`config.mk`:
```
export PLATFORM = sky130hd
export DESIGN_NAME = read_master_arbiter
export DESIGN_NICKNAME = d
export VERILOG_FILES = /design/src/rtl/read_master_arbiter.sv
export SDC_FILE = /design/constraint.sdc
export NUM_CORES = 1
export LEC_CHECK = 0
export ABC_CLOCK_PERIOD_IN_PS = 6100
export BUFFER_PORTS_ARGS = -buffer_cell sky130_fd_sc_hd__buf_2
export CORE_AREA = 2 2 358 360
export DETAILED_ROUTE_END_ITERATION = 8
export DIE_AREA = 0 0 360 362
export PLACE_DENSITY = 0.43
export SLEW_MARGIN = 20
export SYNTH_ARGS = -nofsm -noshare
export SYNTH_HDL_FRONTEND = slang
export SYNTH_SLANG_ARGS = --single-unit
```
`constraint.sdc`:
```
create_clock -name aclk -period 6.1 [get_ports aclk]
set_input_delay 0 -clock aclk [delete_from_list [all_inputs] [get_ports aclk]]
set_output_delay 0 -clock aclk [all_outputs]
set_load 0.05 [all_outputs]
```
`src/rtl/read_master_arbiter.sv`:
```
// read_master_arbiter: round-robin scheduler sharing one AXI read master among C_NUM_REQ requesters,
// routing the read stream to the job owner and pulsing a per-requester done once every beat is delivered.
module read_master_arbiter #(
  parameter int C_NUM_REQ          = 4,
  parameter int C_M_AXI_ADDR_WIDTH = 64,
  parameter int C_XFER_SIZE_WIDTH  = 64,
  parameter int C_M_AXI_DATA_WIDTH = 128,
  parameter int C_MAX_BURST_LENGTH = 256
) (
  input  logic                                    aclk,
  input  logic                                    aresetn,
  input  logic [C_NUM_REQ-1:0]                    req_valid,
  output logic [C_NUM_REQ-1:0]                    req_ready,
  input  logic [C_NUM_REQ*C_M_AXI_ADDR_WIDTH-1:0] req_addr,
  input  logic [C_NUM_REQ*C_XFER_SIZE_WIDTH-1:0]  req_size,
  output logic [C_NUM_REQ-1:0]                    req_done,
  output logic [C_NUM_REQ-1:0]                    req_err,
  output logic                                    rm_ctrl_start,
  input  logic                                    rm_ctrl_done,
  output logic [C_M_AXI_ADDR_WIDTH-1:0]           rm_ctrl_addr_offset,
  output logic [C_XFER_SIZE_WIDTH-1:0]            rm_ctrl_xfer_size_in_bytes,
  input  logic                                    s_axis_tvalid,
  output logic                                    s_axis_tready,
  input  logic [C_M_AXI_DATA_WIDTH-1:0]           s_axis_tdata,
  input  logic                                    s_axis_tlast,
  output logic [C_NUM_REQ-1:0]                    m_axis_tvalid,
  input  logic [C_NUM_REQ-1:0]                    m_axis_tready,
  output logic [C_M_AXI_DATA_WIDTH-1:0]           m_axis_tdata,
  output logic                                    m_axis_tlast,
  output logic                                    busy,
  output logic [$clog2(C_NUM_REQ)-1:0]            owner
);
  localparam int AW    = C_M_AXI_ADDR_WIDTH;
  localparam int XW    = C_XFER_SIZE_WIDTH;
  localparam int OW    = $clog2(C_NUM_REQ);
  localparam int DWB   = C_M_AXI_DATA_WIDTH / 8;
  localparam int LG    = $clog2(DWB);
  localparam int BW    = XW - LG + 1;
  localparam int BURST = (4096 / DWB < C_MAX_BURST_LENGTH) ? 4096 / DWB : C_MAX_BURST_LENGTH;
  localparam int AL    = $clog2(DWB * BURST);
  localparam logic [C_NUM_REQ-1:0] ONE = 1;
  typedef enum logic [1:0] {S_IDLE, S_START, S_BUSY, S_DONE} state_t;
  state_t          r_state, w_next;
  logic [OW-1:0]   r_owner, r_last_grant, w_grant;
  logic [OW:0]     w_idx;
  logic            w_found, w_misal, w_hs, w_seen_nxt, r_done_seen, r_err, w_unused;
  logic [AW-1:0]   r_addr, w_addr;
  logic [XW-1:0]   r_size, w_size;
  logic [BW-1:0]   r_beats_exp, r_beat_cnt, w_beats, w_beat_nxt;

  assign w_unused = s_axis_tlast;

  // Scan downward so the last hit is the nearest requester above last_grant.
  always_comb begin
    w_grant = '0;
    w_idx   = '0;
    for (int k = C_NUM_REQ; k >= 1; k--) begin
      w_idx = {1'b0, r_last_grant} + (OW+1)'(k);
      w_idx = (w_idx >= (OW+1)'(C_NUM_REQ)) ? w_idx - (OW+1)'(C_NUM_REQ) : w_idx;
      if (req_valid[w_idx[OW-1:0]]) w_grant = w_idx[OW-1:0];
    end
    w_found = |req_valid;
    w_addr  = '0;
    w_size  = '0;
    for (int i = 0; i < C_NUM_REQ; i++)
      if (w_grant == OW'(i)) begin
        w_addr = req_addr[i*AW +: AW];
        w_size = req_size[i*XW +: XW];
      end
    w_misal    = |w_addr[AL-1:0];
    w_beats    = {1'b0, w_size[XW-1:LG]} + BW'(|w_size[LG-1:0]);
    w_beat_nxt = r_beat_cnt + BW'(w_hs);
    w_seen_nxt = r_done_seen | rm_ctrl_done;
  end

  always_ff @(posedge aclk or negedge aresetn)
    if (!aresetn) r_state <= S_IDLE;
    else          r_state <= w_next;

  // Exit looks ahead at this cycle's beat and done so req_done follows the last beat by one cycle.
  always_comb begin
    w_next = r_state;
    case (r_state)
      S_IDLE:  if (w_found) w_next = (w_size == '0 || w_misal) ? S_DONE : S_START;
      S_START: w_next = S_BUSY;
      S_BUSY:  if (w_seen_nxt && w_beat_nxt == r_beats_exp) w_next = S_DONE;
      default: w_next = S_IDLE;
    endcase
  end

  always_comb begin
    req_ready     = (r_state == S_IDLE && w_found) ? ONE << w_grant : '0;
    rm_ctrl_start = r_state == S_START;
    req_done      = (r_state == S_DONE) ? ONE << r_owner : '0;
    req_err       = (r_state == S_DONE && r_err) ? ONE << r_owner : '0;
    s_axis_tready = (r_state == S_BUSY) && m_axis_tready[r_owner];
    m_axis_tvalid = (r_state == S_BUSY && s_axis_tvalid) ? ONE << r_owner : '0;
    m_axis_tdata  = (r_state == S_BUSY) ? s_axis_tdata : '0;
    m_axis_tlast  = (r_state == S_BUSY) && r_beat_cnt == r_beats_exp - BW'(1);
    busy          = r_state != S_IDLE;
  end

  assign w_hs                       = s_axis_tvalid & s_axis_tready;
  assign owner                      = r_owner;
  assign rm_ctrl_addr_offset        = r_addr;
  assign rm_ctrl_xfer_size_in_bytes = r_size;

  always_ff @(posedge aclk or negedge aresetn)
    if (!aresetn) begin
      r_owner      <= '0;
      r_last_grant <= OW'(C_NUM_REQ - 1);
      r_addr       <= '0;
      r_size       <= '0;
      r_beats_exp  <= '0;
      r_beat_cnt   <= '0;
      r_done_seen  <= 1'b0;
      r_err        <= 1'b0;
    end else begin
      if (r_state == S_IDLE && w_found) begin
        r_owner     <= w_grant;
        r_addr      <= w_addr;
        r_size      <= w_size;
        r_beats_exp <= w_beats;
        r_err       <= w_misal;
      end
      if (r_state == S_BUSY) begin
        r_beat_cnt  <= w_beat_nxt;
        r_done_seen <= w_seen_nxt;
      end
      if (r_state == S_DONE) begin
        r_last_grant <= r_owner;
        r_beat_cnt   <= '0;
        r_done_seen  <= 1'b0;
      end
    end
endmodule

```
==> impl_metrics.env <==
export IMPL_nets=4459
export IMPL_hold_slack_ns=-0.00407
export IMPL_setup_viol=0
export IMPL_crit_required_ns=6.58
export IMPL_layout_setup_ws_ns=0.309
export IMPL_antenna_found_initial=23
export IMPL_place_port_buffers=929
export IMPL_hold_class="in -> async"
export IMPL_path_buf_inv=2
export IMPL_track_usage_pct=17.1
export IMPL_period_share_pct=94.9
export IMPL_cap_violations=0
export IMPL_ctsResizeCount=0
export IMPL_worst_setup_path_end_kind="register"
export IMPL_vdd_drop_max_mv=0.123
export IMPL_slowest_stage="or3_1"
export IMPL_rr_endpoint="r_beats_exp[55]"
export IMPL_routabilityCongestion=0.923
export IMPL_syn_nets=3429
export IMPL_syn_cell_area_mm2=0.0209
export IMPL_cpLargestDelayFamily="simple AND/OR/NAND/NOR gates"
export IMPL_outcome="complete, but fails checks"
export IMPL_synthTopCellsByArea="dfrtp_1 (31%), nand2_1 (13%), mux2i_1 (9.0%)"
export IMPL_ys_types=74
export IMPL_n_fill_cell=14300
export IMPL_grt_pass1_wl_mm=166
export IMPL_async_reset_ff_share_pct=100
export IMPL_clock_path_buffers=3
export IMPL_yosys_most_used_dff="dfrtp_1"
export IMPL_violations="hold timing"
export IMPL_startpoint_type="register"
export IMPL_r2r_cells=13
export IMPL_die_area_mm2=0.130
export IMPL_synth_area_leader_cell="dfrtp_1"
export IMPL_crit_fanout=25
export IMPL_power_leakage_nw=14.0
export IMPL_clock_skew_ns=0.0216
export IMPL_rsz0062_at_grt="no"
export IMPL_syn_mean_instance_area_um2=7.56
export IMPL_place_ws_ns=0.582
export IMPL_cts_root_buf="clkbuf_16"
export IMPL_routed_wl_mm=117
export IMPL_arrival_ns=6.27
export IMPL_rows=131
export IMPL_power_density_mw_per_mm2=209
export IMPL_avgViaCountPerCell=4.44
export IMPL_first_iter_violations=1461
export IMPL_ys_seq_area_share_pct=30.9
export IMPL_numClockSinks=258
export IMPL_htreeDepth=2
export IMPL_max_stage_delay_ns=0.77
export IMPL_cts_tree="done"
export IMPL_hpwl_mm=94.9
export IMPL_design_core_area_mm2=0.127
export IMPL_slew_viol_final=0
export IMPL_antenna_left=0
export IMPL_crit_chain="nand3b_1, a31oi_4, buf_4, mux2i_1, dlygate4sd3_1, mux2i_1, or4_1, ha_1, nand4_1, or4_1, or3_1, or4_1, a31oi_1"
export IMPL_grt_overflow_total=0
export IMPL_fmax_mhz=173
export IMPL_numCtsBuffers=34
export IMPL_synth_commonest_cells="nand2_1 (708), dfrtp_1 (256), nand3_1 (234), mux2i_1 (187), clkbuf_1 (162)"
export IMPL_vias=24400
export IMPL_grt_start_max_net_pins=134
export IMPL_yosysMostFrequentCell="nand2_1"
export IMPL_fin_setup_tns_ns=0
export IMPL_clk_pin_slew_ns=0.06
export IMPL_hold_viol=2
export IMPL_critical_path_class="reg -> reg"
export IMPL_cp_common_cell="or4_1"
export IMPL_initial_core_util_pct=16.5
export IMPL_r2r_setup_slack_ns=0.31
export IMPL_pin_count=931
export IMPL_slew_headroom_pct=28.9
export IMPL_dr_pass1_iters=6
export IMPL_grt_pass1_vias=24000
export IMPL_wl_per_cell_um=21.3
export IMPL_post_route_min_period_ns=5.79
export IMPL_reg2reg_from="r_last_grant[1]"
export IMPL_drive_gt1_share_pct=28.7
export IMPL_area_delta_synth_final_pct=46.0
export IMPL_tightest_slew_ns=1.07
export IMPL_dieHeight_um=362
export IMPL_synth_edff_count=0
export IMPL_drc_errors=0
export IMPL_syn_instance_count=2767
export IMPL_insertion_delay_ns=0.57
export IMPL_synth_top_area_share_pct=30.6
export IMPL_fp_dieW_um=360
export IMPL_ys_seq_elements=258
export IMPL_ys_warn_count=0
[layout make-up]
type	instances	area [um^2]	share of cell area, %
multi-input cells	2276	13500	44.2
diodes	14	35.0	0.115
inverters	25	93.8	0.307
well taps	1662	2080	6.81
repair buffers	1202	7280	23.9
clock inverters	7	106	0.348
clock buffers	49	978	3.20
flip-flops and latches	258	6460	21.2
[cell families (layout without fill, tap and decap cells)]
logic type	count (synthesis)	after routing	share of synthesized area [%]
flip-flops	258	258	30.9
XOR/XNOR	206	206	8.63
AND/OR/NAND/NOR	1593	1593	36.5
adder cells (fa/ha/maj)	9	9	0.539
AO/OA/AOI/OAI	254	254	7.73
other	0	14	0
multiplexers	214	214	10.8
buffers and inverters	233	1283	4.96
[metrics by stage]
| step | cells | hold WS, ns | utilization (%) | area (um^2) | total power [mW] |
|---|---|---|---|---|---|
| finish | 5493 | -0.00407 | 24.1 | 30500 | 6.38 |
| global route | 5491 | 0.0436 | 24.1 | 30500 | 6.68 |
| CTS | 5479 | 0.000539 | 24.1 | 30500 | 6.46 |
| detailed placement | 5218 | 0.0299 | 21.6 | 27400 | 4.25 |
| global placement | 5218 | 0.0364 | 21.6 | 27400 | 4.24 |
| floorplan | 2767 | -0.296 | - | 20900 | 3.35 |
[sequential cells by signal, summed over array words and instances (netlist names), 2 cells and up]
| register | flops |
|---|---|
| r_state | 2 |
| rm_ctrl_xfer_size_in_bytes | 64 |
| owner | 2 |
| r_beat_cnt | 61 |
| r_beats_exp | 61 |
| r_last_grant | 2 |
| rm_ctrl_addr_offset | 64 |
[layout by cell type (no fill, tap or decap), types with 100 or more instances in the layout]
cell type      instances
and2_1               148
buf_2                928
dfrtp_1              256
dlygate4sd3_1        205
mux2i_1              187
nand2_1              707
nand3_1              234
nor2_1               154
xnor2_1              106
xor2_1               100
[worst reg2reg max path: cells and delay by family, from the launching register on]
| family | cells | cell delay (ns) |
|---|---|---|
| AO/OA/AOI/OAI | 2 | 0.40 |
| flip-flops | 1 | 0.58 |
| adder cells (fa/ha/maj) | 1 | 0.54 |
| AND/OR/NAND/NOR | 6 | 2.89 |
| multiplexers | 2 | 0.35 |
| buffers and inverters | 2 | 0.94 |
[report_power, final]
part | total, mW | switching, mW | internal [mW] | leakage (nW)
Sequential | 2.01 | 0.153 | 1.86 | 3.23
Combinational | 2.31 | 1.53 | 0.779 | 10.2
Clock | 2.06 | 0.862 | 1.20 | 0.529
Total | 6.38 | 2.54 | 3.84 | 14.0
[metal layers]
layer  routed length [um]  global-route usage, %  share of wire (%)  vias up
li1                     -                      -                  -    11600
met1                47200                   20.6                 40    11700
met2                56100                   28.8                 48      822
met3                 6070                   2.61                5.2      188
met4                 7700                   10.1                6.6       10
met5                   70                      0              0.060        -
[repair_timing]
action	in CTS	in global routing
hold buffers	205	0
setup buffers	0	0
endpoints found under the hold margin	150	0
[how the worst max path moves through the flow]
stage / depth (start not counted) / start / to / slack, ns
after CTS: 13 / r_last_grant[1] / r_beats_exp[55] / 0.30
after floorplan: 21 / r_last_grant[1] / r_beats_exp[57] / 1.17
after global placement: 11 / r_last_grant[1] / r_beats_exp[57] / 0.57
after global routing: 13 / r_last_grant[1] / r_beats_exp[55] / 0.06
after detailed placement: 11 / r_last_grant[1] / r_beats_exp[55] / 0.58
final: 13 / r_last_grant[1] / r_beats_exp[55] / 0.31
Note: power is estimated with default switching activity, not from simulation.
